### src/rtl/mul_pkg.sv
// Shared types and constants for the sequential shift-and-add multiplier.
package mul_pkg;

    typedef enum logic [1:0] {
        IDLE = 2'd0,
        RUN  = 2'd1,
        DONE = 2'd2
    } state_e;

    localparam int N_DEF = 16;
    localparam int CNT_W = $clog2(N_DEF);

endpackage

### src/rtl/mul_seq.sv
// Fixed-latency N x N unsigned shift-and-add multiplier: IDLE -> RUN (N cycles) -> DONE.
// Handshake: start is sampled only in IDLE; busy high means start is dropped; P_valid is a one-cycle pulse.
module mul_seq
    import mul_pkg::*;
#(
    parameter int N = N_DEF
) (
    input  logic           clk,
    input  logic           rst,
    input  logic           start,
    input  logic [N-1:0]   Anum_reg,
    input  logic [N-1:0]   Bnum_reg,
    output logic [2*N-1:0] P_reg,
    output logic           P_valid,
    output logic           busy,
    output state_e         dbg_state
);

    localparam int CW = (N > 1) ? $clog2(N) : 1;

    state_e         state_q, state_d;
    logic [2*N-1:0] a_sh_q, a_sh_d;
    logic [N-1:0]   b_sh_q, b_sh_d;
    logic [2*N-1:0] acc_q, acc_d;
    logic [CW-1:0]  cnt_q, cnt_d;
    logic [2*N-1:0] p_reg_q, p_reg_d;

    always_ff @(posedge clk) begin
        if (rst) begin
            state_q <= IDLE;
            a_sh_q  <= '0;
            b_sh_q  <= '0;
            acc_q   <= '0;
            cnt_q   <= '0;
            p_reg_q <= '0;
        end else begin
            state_q <= state_d;
            a_sh_q  <= a_sh_d;
            b_sh_q  <= b_sh_d;
            acc_q   <= acc_d;
            cnt_q   <= cnt_d;
            p_reg_q <= p_reg_d;
        end
    end

    always_comb begin
        state_d = state_q;
        a_sh_d  = a_sh_q;
        b_sh_d  = b_sh_q;
        acc_d   = acc_q;
        cnt_d   = cnt_q;
        p_reg_d = p_reg_q;
        case (state_q)
            IDLE: begin
                if (start) begin
                    a_sh_d  = {{N{1'b0}}, Anum_reg};
                    b_sh_d  = Bnum_reg;
                    acc_d   = '0;
                    cnt_d   = '0;
                    state_d = RUN;
                end
            end
            RUN: begin
                if (b_sh_q[0]) begin
                    acc_d = acc_q + a_sh_q;
                end
                a_sh_d = a_sh_q << 1;
                b_sh_d = b_sh_q >> 1;
                cnt_d  = cnt_q + CW'(1);
                // Last iteration: the product register takes the final sum so it is visible in DONE.
                if (cnt_q == CW'(N - 1)) begin
                    p_reg_d = acc_d;
                    state_d = DONE;
                end
            end
            DONE: begin
                state_d = IDLE;
            end
            default: begin
                state_d = IDLE;
            end
        endcase
    end

    assign P_reg     = p_reg_q;
    assign P_valid   = (state_q == DONE);
    assign busy      = (state_q != IDLE);
    assign dbg_state = state_q;

endmodule

### config.mk
export PLATFORM = sky130hd
export DESIGN_NAME = mul_seq
export DESIGN_NICKNAME = d
export VERILOG_FILES = /design/src/rtl/mul_pkg.sv /design/src/rtl/mul_seq.sv
export SDC_FILE = /design/constraint.sdc
export NUM_CORES = 1
export LEC_CHECK = 0
export BUFFER_PORTS_ARGS = -buffer_cell sky130_fd_sc_hd__buf_2
export CORE_MARGIN = 10
export CORE_UTILIZATION = 35
export CTS_CLUSTER_SIZE = 8
export DETAILED_ROUTE_END_ITERATION = 10
export MAX_ROUTING_LAYER = met4
export PLACE_DENSITY_LB_ADDON = 0.3
export SYNTH_ARGS = -nofsm -noshare
export SYNTH_HDL_FRONTEND = slang
export SYNTH_SLANG_ARGS = --single-unit
### constraint.sdc
create_clock -name clk -period 3.3 [get_ports clk]
set_input_delay 0.165 -clock clk [delete_from_list [all_inputs] [get_ports clk]]
set_output_delay 0.165 -clock clk [all_outputs]
set_load 0.01 [all_outputs]
==> impl_metrics.env <==
export IMPL_status="completed"
export IMPL_max_slew_worst_pin_slew_ps=847
export IMPL_totalWireLength_microns=17000
export IMPL_worstSetupPathType="flop to flop"
export IMPL_final_hold_viol_count=0
export IMPL_final_util_pct=42.2
export IMPL_synth_xor_xnor_area_share_pct=4.02
export IMPL_drive_gt1_share_pct=15.6
export IMPL_yosys_area_share_adder_pct=6.66
export IMPL_avgRoutedWirePerCell_microns=15.9
export IMPL_cap_violations=0
export IMPL_synthCells=769
export IMPL_grt_max_degree=54
export IMPL_post_cts_buffers=0
export IMPL_irDropWorstVdd_mv=0.363
export IMPL_synth_simple_gate_area_share_pct=20.5
export IMPL_core_area_sq_mm=0.0178
export IMPL_synth_compound_area_share_pct=23.4
export IMPL_hpwlAfterDp_microns=11800
export IMPL_finalWorstSetupSlack_ps=410
export IMPL_cts_tree="yes"
export IMPL_drtIter0Drc=353
export IMPL_yosys_warnings=0
export IMPL_power_mw=3.74
export IMPL_drtPass1Iterations=5
export IMPL_clk_pin_slew_ps=60
export IMPL_fin_setup_tns_ps=0
export IMPL_fillCellCount=1787
export IMPL_cts_htree_levels=4
export IMPL_initial_core_util_pct=35.4
export IMPL_synth_edff_count=0
export IMPL_cp_num_buf_inv=0
export IMPL_maxSlewViolCount=0
export IMPL_cts_sink_count=118
export IMPL_antenna_found_initial=0
export IMPL_cp_arrival_ps=3220
export IMPL_vias=5601
export IMPL_die_w_microns=154
export IMPL_grt_util_all_layers_pct=14.7
export IMPL_yosysSeqAreaShare_pct=37.4
export IMPL_grt_pass1_vias=5401
export IMPL_cpPeakStageDelay_ps=580
export IMPL_synth_main_ff_cell="dfxtp_1"
export IMPL_vias_per_cell=5.25
export IMPL_fin_nets=893
export IMPL_area_growth_pct=19.2
export IMPL_cts_buffer_depth=2
export IMPL_cp_start_kind="flop"
export IMPL_grt_pass1_wl_microns=28100
export IMPL_path_delay_family="simple AND/OR/NAND/NOR gates"
export IMPL_dp_worst_setup_slack_ps=411
export IMPL_synth_seq_cells=118
export IMPL_cellPowerDensity_mw_per_mm2=497
export IMPL_syn_area_per_cell_sq_um=8.21
export IMPL_die_height_microns=154
export IMPL_diodes=0
export IMPL_synthDistinctLibCells=63
export IMPL_ios=71
export IMPL_path_max_fanout=7
export IMPL_hp_class="primary input to flop"
export IMPL_cp_cell_sequence="ha_1, nand4_2, or4b_4, a31oi_4, nand2_1, a221oi_2, mux2i_1, xnor2_1, a211oi_1"
export IMPL_synthMuxAreaShare_pct=3.49
export IMPL_final_antenna_net_count=0
export IMPL_max_freq_mhz=346
export IMPL_min_period_ps=2890
export IMPL_worst_endpoint_required_ps=3630
export IMPL_num_rows=49
export IMPL_slew_headroom_pct=43.5
export IMPL_syn_nets=837
export IMPL_cpMaxStageDelayCell="or4b_4"
export IMPL_drc=0
export IMPL_dieArea_sq_mm=0.0238
export IMPL_root_buffer="clkbuf_16"
export IMPL_p_leak_nw=3.09
export IMPL_synth_area_sq_mm=0.00631
export IMPL_finClkSkew_ps=16.4
export IMPL_synthArstFlopShare_pct=0
export IMPL_insertion_delay_ps=430
export IMPL_rsz0062_at_grt="false"
export IMPL_gp_congestion=0.880
export IMPL_synth_top_family_by_area="compound AO/OA/AOI/OAI gates"
export IMPL_finalSetupViolCount=0
export IMPL_setup_worst_path_end_class="flop"
export IMPL_numPortBuffers=70
export IMPL_period_share_pct=87.6
export IMPL_cts_inserted_buffers=17
export IMPL_grt_ovfl_total=0
[final timing paths]
check          startpoint         end  slack, ps  depth (start not counted)
max             acc_q[12]   P_reg[31]        410                          9
min          Anum_reg[10]  a_sh_q[10]         30                          3
max reg2reg     acc_q[12]   P_reg[31]        410                          9
min reg2reg      P_reg[2]    P_reg[2]        460                          2
[tightest hold or removal path: stages]
cell and delay, ps:
buf_2 100, nand2_1 60, a311oi_1 80
[logic make-up (layout without fill, tap and decap cells)]
family	Yosys count	count (layout)
AOI/OAI and AO/OA	215	215
DFF	118	118
and+or+nand+nor	287	287
muxes	22	22
xor gates and xnor gates	29	29
adders and majority gates	33	33
buffers and inverters	65	134
[timing repair]
action | CTS | global route
gates resized for setup | 0 | 0
hold buffers | 10 | 0
endpoints found under the hold margin | 10 | 0
[routing by layer]
layer  routed length, microns  global-route usage [%]  share of wire [%]
met2                     7480                    21.6                 44
met1                     8410                    19.2                 50
met5                        0                       -                  0
met3                      763                    3.19                4.5
met4                      329                    5.49                1.9
[power breakdown]
| part | internal (mW) | switching (mW) | leakage (nW) | total (mW) |
|---|---|---|---|---|
| logic | 0.123 | 0.189 | 1.85 | 0.312 |
| registers | 1.47 | 0.0422 | 0.959 | 1.51 |
| clock network | 1.21 | 0.707 | 0.289 | 1.92 |
[synthesized netlist by cell type, drive strengths merged, types with 2 or more instances]
master  number  area [sq um]
nand3b       3          22.5
xor2         9          78.8
a22o        22           193
nand3        9          45.0
nor4         3          18.8
a31oi       10          77.6
dfxtp      118          2360
or2          3          18.8
nand2       72           270
buf          7          35.0
clkbuf      48           211
mux2i       22           220
a311oi      19           166
a211o        2          17.5
nand4        6          43.8
a21o         9          67.6
inv         10          37.5
a22oi       13          97.6
nor3        20           100
and3         4          26.3
o211ai       4          30.0
nand2b       8          52.6
xnor2       20           175
nor3b        3          22.5
nor2b       18           113
nor4b        2          17.5
a221oi       2          23.8
a21oi       52           264
a32oi        2          17.5
ha          32           400
a211oi      25           188
and2         2          12.5
o31a         2          17.5
o21a         2          15.0
nor2       129           487
o21bai       6          45.0
o21ai       38           190
[cells in the final DEF, fill, tap and decap left out, drive strengths merged, types with 22 or more instances in the layout]
master and count:
a211oi 25, dfxtp 118, o21ai 38, ha 32, nand2 72, a22o 22
mux2i 22, a21oi 52, buf 82, nor2 129
[per-stage QoR]
stage / hold slack (ps) / std cells / instance area, sq um
5_1_grt: 29.8 / 1067 / 7530
4_1_cts: 13.8 / 1067 / 7530
3_5_place_dp: 440 / 1025 / 6810
6_report: 27.2 / 1067 / 7530
3_3_place_gp: 438 / 1025 / 6810
2_1_floorplan: 327 / 769 / 6310
[cell type report]
| class | count | area, sq um | share of cell area, % |
|---|---|---|---|
| clock buffer | 18 | 439 | 5.84 |
| timing repair buffer | 92 | 541 | 7.18 |
| sequential | 118 | 2360 | 31.4 |
| multi-input combinational | 586 | 3680 | 49.0 |
| tap | 229 | 287 | 3.81 |
| clock inverter | 14 | 174 | 2.31 |
| inverter | 10 | 37.5 | 0.499 |
(Power assumes the default switching activity.)
